$ cat config.mk
export PLATFORM = sky130hd
export DESIGN_NAME = keypad_scanner
export DESIGN_NICKNAME = d
export VERILOG_FILES = /design/src/rtl/keypad_scanner.sv
export SDC_FILE = /design/constraint.sdc
export NUM_CORES = 1
export LEC_CHECK = 0
export CAP_MARGIN = 20
export CORE_MARGIN = 2
export CORE_UTILIZATION = 45
export DETAILED_ROUTE_END_ITERATION = 10
export GPL_TIMING_DRIVEN = 0
export PLACE_DENSITY = 0.66
export SLEW_MARGIN = 20
export SYNTH_ARGS = -nofsm -noshare
export SYNTH_HDL_FRONTEND = slang
export SYNTH_SLANG_ARGS = --single-unit
export TNS_END_PERCENT = 50
$ cat constraint.sdc
create_clock -name clk -period 4 [get_ports clk]
set_input_delay 1 -clock clk [delete_from_list [all_inputs] [get_ports clk]]
set_output_delay 1 -clock clk [all_outputs]
set_load 0.03 [all_outputs]
$ cat src/rtl/keypad_scanner.sv
// keypad_scanner: scans a 4x4 active-low keypad, debounces presses, and
// emits a 1-cycle key code (or '#' clear strobe) per accepted press.
// Ports:
//   clk, n_reset   clock and synchronous active-high reset
//   row_in[3:0]    keypad rows, active-low (pulled up)
//   col_out[3:0]   column drive, active-low one-hot
//   sample[3:0]    key code for one cycle per press, else 4'hF
//   sample_valid   high with sample when sample != 4'hF
//   clear_pulse    one-cycle strobe for an accepted '#'
//   key_held       high from acceptance until release is debounced
module keypad_scanner #(
   parameter int SCAN_DIV     = 1000,
   parameter int DEBOUNCE_CNT = 4
) (
   input  logic       clk,
   input  logic       n_reset,
   input  logic [3:0] row_in,
   output logic [3:0] col_out,
   output logic [3:0] sample,
   output logic       sample_valid,
   output logic       clear_pulse,
   output logic       key_held
);

   localparam int DW = $clog2(SCAN_DIV);
   localparam int CW = $clog2(DEBOUNCE_CNT + 1);
   localparam logic [DW-1:0] DIV_LAST = DW'(SCAN_DIV - 1);
   localparam logic [CW-1:0] CNT_LAST = CW'(DEBOUNCE_CNT - 1);
   localparam logic [CW-1:0] CNT_MAX  = CW'(DEBOUNCE_CNT);
   localparam logic [3:0]    HASH     = 4'hF;

   typedef enum logic [1:0] {
      IDLE,
      DEBOUNCE,
      PRESSED
   } state_t;

   state_t        state;
   logic [3:0]    row_s1;
   logic [3:0]    row_s2;
   logic [DW-1:0] div_cnt;
   logic [1:0]    col_idx;
   logic [1:0]    acc_n;
   logic [3:0]    acc_code;
   logic [3:0]    cand;
   logic [CW-1:0] cnt;
   logic [CW-1:0] rcnt;

   logic       last_dwell;
   logic       scan_done;
   logic [3:0] hit;
   logic [2:0] hit_n;
   logic [1:0] hit_sat;
   logic [1:0] hit_row;
   logic [2:0] tot;
   logic [1:0] tot_n;
   logic [3:0] sum_code;

   function automatic logic [3:0] key_code(
      input logic [1:0] r,
      input logic [1:0] c
   );
      logic [3:0] k;
      case ({r, c})
         4'b00_00: k = 4'h1;
         4'b00_01: k = 4'h2;
         4'b00_10: k = 4'h3;
         4'b00_11: k = 4'hA;
         4'b01_00: k = 4'h4;
         4'b01_01: k = 4'h5;
         4'b01_10: k = 4'h6;
         4'b01_11: k = 4'hB;
         4'b10_00: k = 4'h7;
         4'b10_01: k = 4'h8;
         4'b10_10: k = 4'h9;
         4'b10_11: k = 4'hC;
         4'b11_00: k = 4'hE;
         4'b11_01: k = 4'h0;
         4'b11_10: k = HASH;
         4'b11_11: k = 4'hD;
      endcase
      return k;
   endfunction

   assign last_dwell = (div_cnt == DIV_LAST);
   assign scan_done  = last_dwell && (col_idx == 2'd3);
   assign hit        = ~row_s2;

   // Per-column key count folded into a saturating
   // scan tally: 0 = NONE, 1 = SINGLE, 2 = MULTI.
   always_comb begin
      hit_n = 3'(hit[0]) + 3'(hit[1])
            + 3'(hit[2]) + 3'(hit[3]);
      hit_sat = (hit_n > 3'd1) ? 2'd2 : hit_n[1:0];
      tot = {1'b0, acc_n} + {1'b0, hit_sat};
      tot_n = (tot > 3'd1) ? 2'd2 : tot[1:0];
      hit_row = 2'd0;
      case (1'b1)
         hit[0]:  hit_row = 2'd0;
         hit[1]:  hit_row = 2'd1;
         hit[2]:  hit_row = 2'd2;
         hit[3]:  hit_row = 2'd3;
         default: hit_row = 2'd0;
      endcase
      sum_code = acc_code;
      if (acc_n == 2'd0 && hit_n == 3'd1)
         sum_code = key_code(hit_row, col_idx);
   end

   always_ff @(posedge clk) begin
      if (n_reset) begin
         state        <= IDLE;
         row_s1       <= 4'hF;
         row_s2       <= 4'hF;
         div_cnt      <= '0;
         col_idx      <= 2'd0;
         col_out      <= 4'b1110;
         acc_n        <= 2'd0;
         acc_code     <= 4'hF;
         cand         <= 4'hF;
         cnt          <= '0;
         rcnt         <= '0;
         sample       <= 4'hF;
         sample_valid <= 1'b0;
         clear_pulse  <= 1'b0;
         key_held     <= 1'b0;
      end else begin
         sample       <= 4'hF;
         sample_valid <= 1'b0;
         clear_pulse  <= 1'b0;
         row_s1       <= row_in;
         row_s2       <= row_s1;

         if (last_dwell) begin
            div_cnt <= '0;
            col_idx <= col_idx + 2'd1;
            col_out <= {col_out[2:0], col_out[3]};
         end else begin
            div_cnt <= div_cnt + DW'(1);
         end

         if (last_dwell && !scan_done) begin
            acc_n    <= tot_n;
            acc_code <= sum_code;
         end

         if (scan_done) begin
            acc_n    <= 2'd0;
            acc_code <= 4'hF;
            case (state)
               IDLE: begin
                  if (tot_n == 2'd1) begin
                     cand  <= sum_code;
                     cnt   <= CW'(1);
                     state <= DEBOUNCE;
                  end
               end
               DEBOUNCE: begin
                  if (tot_n == 2'd1 && sum_code == cand) begin
                     if (cnt >= CNT_LAST) begin
                        cnt      <= CNT_MAX;
                        rcnt     <= '0;
                        state    <= PRESSED;
                        key_held <= 1'b1;
                        // '#' shares the idle code, so it
                        // gets its own strobe instead.
                        if (cand == HASH) begin
                           clear_pulse <= 1'b1;
                        end else begin
                           sample       <= cand;
                           sample_valid <= 1'b1;
                        end
                     end else begin
                        cnt <= cnt + CW'(1);
                     end
                  end else begin
                     cnt   <= '0;
                     state <= IDLE;
                  end
               end
               PRESSED: begin
                  if (tot_n == 2'd0) begin
                     if (rcnt >= CNT_LAST) begin
                        rcnt     <= '0;
                        cnt      <= '0;
                        state    <= IDLE;
                        key_held <= 1'b0;
                     end else begin
                        rcnt <= rcnt + CW'(1);
                     end
                  end else begin
                     rcnt <= '0;
                  end
               end
               default: begin
                  state <= IDLE;
               end
            endcase
         end
      end
   end

endmodule

Word-level counts from Yosys, hierarchy flattened

Memories as Yosys holds them, arrays and structs flattened.
Cells that the tools add are included.

Register bits: 49
Memories kept: 1
Bits in read-only memories: 64
Logic and storage cells: 97
Output and inout bits: 11
Bits of input ports: 6

$add $sub $neg: 8
Muxes and demuxes: 31
Reduce and logical (&&, ||, !) cells: 19
Eq/ne operators: 14
Bitwise operators: 5
Magnitude comparators: 4

Memories:

| name             | depth | bits a word | rd ports | clocked after Yosys merged registers in | wr ports | RTL line | text |
|---|---|---|---|---|---|---|---|
| (name not given) | 16    | 4           | 1        | 0                                       | 0        | 64       | `case ({r, c})` |

Operator list:

| kind                    | count |
|---|---|
| $mux W3                 | 9 |
| $mux W2                 | 11 |
| $add A10 B1 Y10 const B | 1 |
| $eq A10 B10 Y1 const B  | 1 |
| $ne A2 B2 Y1 const B    | 5 |
| $reduce_and A5 Y1       | 2 |
| $pmux W3 S3             | 1 |
| $add A3 B1 Y3 const B   | 2 |
| $ge A3 B2 Y1 const B    | 2 |
| $gt A3 B1 Y1 const B    | 2 |
| $logic_not A2 Y1        | 3 |
| $mux W1                 | 6 |
| $pmux W2 S3             | 1 |
| $pmux W3 S2             | 1 |
| $reduce_and A6 Y1       | 1 |
| $reduce_or A6 Y1        | 1 |
| $reduce_or A5 Y1        | 1 |
| $eq A2 B1 Y1 const B    | 2 |
| $eq A2 B2 Y1 const B    | 2 |
| $eq A4 B4 Y1            | 1 |
| $eq A4 B4 Y1 const B    | 1 |
| $logic_and A1 B1 Y1     | 4 |
| $mux W4                 | 1 |
| $not A1 Y1              | 4 |
| 15 further kinds        | 16 |

Logic depth before layout (Yosys ltp)

Word-level depth: 13
Gate-level depth with buffers: 16

Worst setup path before layout

OpenSTA, ideal clock, no wires.

Kind: reg-to-reg
From: register row_s2[0]
To: register sample[1]
Data required time: 3.880 ns
Library setup time: 0.120 ns
Cell stages (with the launch flop): 15
Setup slack: 0.076 ns
Buffers on the path: 0
Data arrival time: 3.804 ns
Cells stage by stage: dfxtp_1 fa_1 inv_1 ha_1 inv_1 ha_1 nor3b_4 ha_1 inv_1 fa_1 and3_1 o311ai_1 or4b_4 or3_4 or2_1

Cells in the longest elaborated chain, start to end: 13
Elaborated cells on any way between the ends: 19
Those cells by class: add/sub (4); order compare (2); eq/ne (3); mux (4); bitwise (2); reduce/logical (3); memory (1)

Ends and longest elaborated chain:

| item                                | RTL line | text |
|---|---|---|
| from (decl)                         | 40       | `logic [3:0] row_s2;` |
| from (signal assigned)              | 132      | `row_s2 <= row_s1;` |
| $not A4 Y4 *                        | 87       | `assign hit = ~row_s2;` |
| $add A1 B1 Y2                       | 92       | `hit_n = 3'(hit[0]) + 3'(hit[1])` |
| $add A2 B1 Y3                       | 93       | `+ 3'(hit[2]) + 3'(hit[3]);` |
| $add A3 B1 Y3                       | 93       |  |
| $gt A3 B1 Y1                        | 94       | `hit_sat = (hit_n > 3'd1) ? 2'd2 : hit_n[1:0];` |
| $mux W2                             | 94       |  |
| $add A2 B2 Y3                       | 95       | `tot = {1'b0, acc_n} + {1'b0, hit_sat};` |
| $gt A3 B1 Y1                        | 96       | `tot_n = (tot > 3'd1) ? 2'd2 : tot[1:0];` |
| $mux W2                             | 96       |  |
| $eq A2 B1 Y1                        | 159      | `if (tot_n == 2'd1 && sum_code == cand) begin` |
| $logic_and A1 B1 Y1 *               | 159      |  |
| $not A1 Y1 (no source line) *       | n/a      |  |
| $reduce_or A6 Y1 (no source line) * | n/a      |  |
| to (signal assigned)                | 170      | `sample <= cand;` |
| to (decl)                           | 19       | `output logic [3:0] sample,` |

Every way passes the cells marked *; elsewhere a longest branch is shown, timed or not.
A chain may end at the register's enable or synchronous reset.

Worst setup path after layout

From: register row_s2[0]
To: register sample[3]

Same word-level chain as after synthesis.

==> results.json <==
{
  "gr-usage-all-layers_pct": 18.57,
  "wirelength_microns": 5343,
  "vias": 2194,
  "hold_class": "register to register",
  "synth_mux_area_share_pct": 0.3855,
  "die_w_microns": 79.96,
  "setup_viol": 1,
  "layout-drive-gt1-share_pct": 13.10,
  "cts_hold_buf": 0,
  "crit_slowest_cell": "fa_1",
  "p_int_uw": 667.9,
  "worst_pin_slew_ps": 857.9,
  "fmax_ghz": 0.2498,
  "switching_share_pct": 25.44,
  "critPathBufInv": 3,
  "ir_drop_uv": 240.6,
  "r2r.worst_path.cells": 14,
  "drc": 0,
  "root_buffer": "clkbuf_8",
  "ant_nets": 0,
  "fp.dieH_microns": 79.96,
  "h-tree-depth": 2,
  "port_buffers": 15,
  "finalCritPeriodShare_pct": 100.1,
  "dp_slack_ps": -277.9,
  "dr.pass1.iters": 5,
  "place_congestion": 0.8075,
  "core_sq_mm": 0.005540,
  "cap_violations": 0,
  "syn_inst": 309,
  "relSlewSlack_pct": 42.33,
  "syn_avg_cell_area_sq_um": 8.402,
  "std_cell_rows": 27,
  "seq_area_frac_synth_pct": 37.78,
  "crit_chain": "fa_1, inv_1, ha_2, inv_2, ha_4, nor3b_4, ha_2, inv_2, fa_1, and3_4, o311ai_4, or4b_4, or3_4, or2_1",
  "synth-xor-area-share_pct": 3.036,
  "critPathLaunchType": "register",
  "grt_pass1_wl_microns": 9432,
  "synth_top_family_by_area": "simple AND/OR/NAND/NOR gates",
  "clkSlewWorstSetupHoldPaths_ps": 90,
  "crit_path_end_kind": "register",
  "fin_area_sq_mm": 0.003042,
  "hp-start": "row_s1[3]$_SDFF_PP1_",
  "hold_depth": 1,
  "p_leak_nw": 1.159,
  "crit_family": "adder cells",
  "ys_types": 58,
  "ff2ff_setup_slack_ps": -3,
  "power.share.clock_pct": 31.0,
  "initial_core_util_pct": 46.86,
  "fin_util_pct": 54.90,
  "synth_seq_cells": 49,
  "n_fill_cell": 570,
  "p_sw_uw": 227.8,
  "avgViaCountPerCell": 5.377,
  "post_dp_cell_area_sq_mm": 0.002843,
  "synthToLayoutAreaGrowth_pct": 17.16,
  "clock_skew_ps": 7.713,
  "grt_setup_unrepaired": "true",
  "overflow": 0,
  "crit_arrival_ps": 4200,
  "reg2reg_to": "sample[3]$_SDFF_PP1_",
  "status": "complete, but fails checks",
  "cts_buffers": 5,
  "clkSinkCount": 49,
  "cts_tree": "yes",
  "hpwlAfterDp_microns": 3896,
  "drt-wirelength-per-cell_microns": 13.10,
  "sequentialPowerShare_pct": 56.8,
  "ys.flop_type": "dfxtp_1",
  "hold_viol": 0,
  "min_period_ps": 4003,
  "critPathMaxFanout": 6,
  "nNetsFinal": 360,
  "n_antenna_cell": 0,
  "synth_fa_ha_area_share_pct": 9.253,
  "syn-cell-area_sq_mm": 0.002596,
  "clkLatencyLatePin_ps": 300,
  "synth_edf_count": 0,
  "ys_warn_count": 0,
  "io-pin-count": 17,
  "whs_endpoint": "row_s2[3]$_SDFF_PP1_",
  "setup_ws_ps": -2.888,
  "first_global_vias": 2113,
  "pwr-share-comb_pct": 12.2,
  "critPathMaxStageDelay_ps": 570,
  "async_flop_share_pct": 0,
  "grt_max_degree": 15,
  "die_area_sq_mm": 0.006393,
  "yosys.area_share.simple_pct": 29.88,
  "antenna_found_initial": 0,
  "rr_startpoint": "row_s2[0]$_SDFF_PP1_",
  "power_uw": 895.7,
  "drt_iter0_drc": 115,
  "violations": "negative setup slack",
  "cp.required_ps": 4190,
  "clockBufferDepth": 2,
  "slew_violations": 0,
  "syn-num-nets": 333,
  "crit_type": "register to register",
  "synth-compound-area-share_pct": 15.61,
  "cellPowerDensity_mw_per_mm2": 294.5
}
cell type report:
type	count	area (sq um)	share of cell area [%]
plain buffers	8	37.54	1.234
well taps	72	90.09	2.962
clock inverters	1	8.758	0.2879
multi-input cells	234	1585	52.12
flip-flops and latches	49	992.2	32.62
inverters	18	67.56	2.221
repair buffers	20	187.7	6.170
clock buffers	6	72.57	2.386
state kept, by name (all words and copies together) (netlist names):
name / flops
cnt: 3
sample: 4
row_s2: 4
clear_pulse: 1
cand: 4
div_cnt: 10
acc_n: 2
col_idx: 2
acc_code: 4
rcnt: 3
state: 2
col_out: 4
sample_valid: 1
key_held: 1
row_s1: 4
cell usage after synthesis (6+ instances only):
master / instances / area [sq um]
dfxtp_1: 49 / 980.9
nand2_1: 34 / 127.6
nor2_1: 30 / 112.6
a21oi_1: 17 / 85.08
inv_1: 17 / 63.81
ha_1: 16 / 200.2
nand3_1: 15 / 75.07
o21ai_0: 10 / 50.05
or2_2: 9 / 56.30
clkbuf_1: 7 / 26.28
nor4_1: 7 / 43.79
a211oi_1: 6 / 45.04
nand2b_1: 6 / 37.54
nor3_1: 6 / 30.03
xor2_1: 6 / 52.55
placed cells by master (no fill, tap or decap), drive strengths merged, types with 6 or more instances in the layout:
cell,Yosys,layout
nor2,30,30
nand2,34,34
clkbuf,7,13
inv,17,17
o21ai,14,14
nand2b,6,6
and3,6,6
nand3,15,15
a21oi,17,17
nor3,6,6
buf,1,6
a211oi,7,7
dfxtp,49,49
ha,16,16
xor2,6,6
or2,13,13
clkdlybuf4s50,0,15
nor4,7,7
worst max-delay path by stage:
stage,from,endpoint,depth (start not counted)
global placement,row_s2[1]$_SDFF_PP1_,sample[0]$_SDFF_PP1_,14
global route,row_s2[0]$_SDFF_PP1_,sample[1]$_SDFF_PP1_,14
finish,row_s2[0]$_SDFF_PP1_,sample[3]$_SDFF_PP1_,14
floorplan,row_s2[0]$_SDFF_PP1_,sample[1]$_SDFF_PP1_,14
detailed placement,row_s2[1]$_SDFF_PP1_,sample[3]$_SDFF_PP1_,14
CTS,row_s2[0]$_SDFF_PP1_,sample[3]$_SDFF_PP1_,14
logic make-up (layout without fill, tap and decap cells):
| kind of cell | count (synthesis) | count (layout) |
|---|---|---|
| flip-flops | 49 | 49 |
| multiplexers | 1 | 1 |
| adder cells (fa/ha/maj) | 18 | 18 |
| AND/OR/NAND/NOR | 145 | 145 |
| XOR/XNOR | 9 | 9 |
| buffers and inverters | 26 | 53 |
| AO/OA/AOI/OAI | 61 | 61 |
worst register-to-register path, cell delays in order, from the launching register on:
cell and delay (ps):
dfxtp_4 360, fa_1 520, inv_1 40, ha_2 180
inv_2 60, ha_4 200, nor3b_4 250, ha_2 220
inv_2 40, fa_1 570, and3_4 200, o311ai_4 100
or4b_4 540, or3_4 380, or2_1 230
metrics by stage:
step / std cells / setup TNS (ps) / hold slack, ps
2_1_floorplan: 309 / 0 / 389.5
3_3_place_gp: 396 / -939.8 / 390.1
3_5_place_dp: 396 / -1908 / 395.2
4_1_cts: 407 / 0 / 416.5
5_1_grt: 408 / -562.3 / 435.4
6_report: 408 / -2.888 / 414.8
routing by layer:
metal | routed length [microns] | GRT usage (%) | vias up
li1 | - | - | 1134
met1 | 2655 | 24.16 | 1009
met2 | 2418 | 30.58 | 40
met3 | 183 | 3.507 | 11
met4 | 87 | 6.610 | 0
met5 | 0 | 0 | -
power groups by stage:
stage	combinational (mW)	clock, mW	sequential [mW]
3_5_place_dp	0.0957	0	0.522
4_1_cts	0.105	0.288	0.509
5_1_grt	0.124	0.308	0.511
6_report	0.109	0.278	0.509
3_3_place_gp	0.0932	0	0.521
2_1_floorplan	0.0737	0	0.519
what timing repair did:
action | CTS | global route
pin swaps | 6 | 2
setup endpoints to repair | 11 | 10
gates cloned | 0 | 0
gates resized for setup | 12 | 7
setup buffers | 4 | 1
endpoints found under the hold margin | 0 | 0
Note: power is estimated with default switching activity, not from simulation.
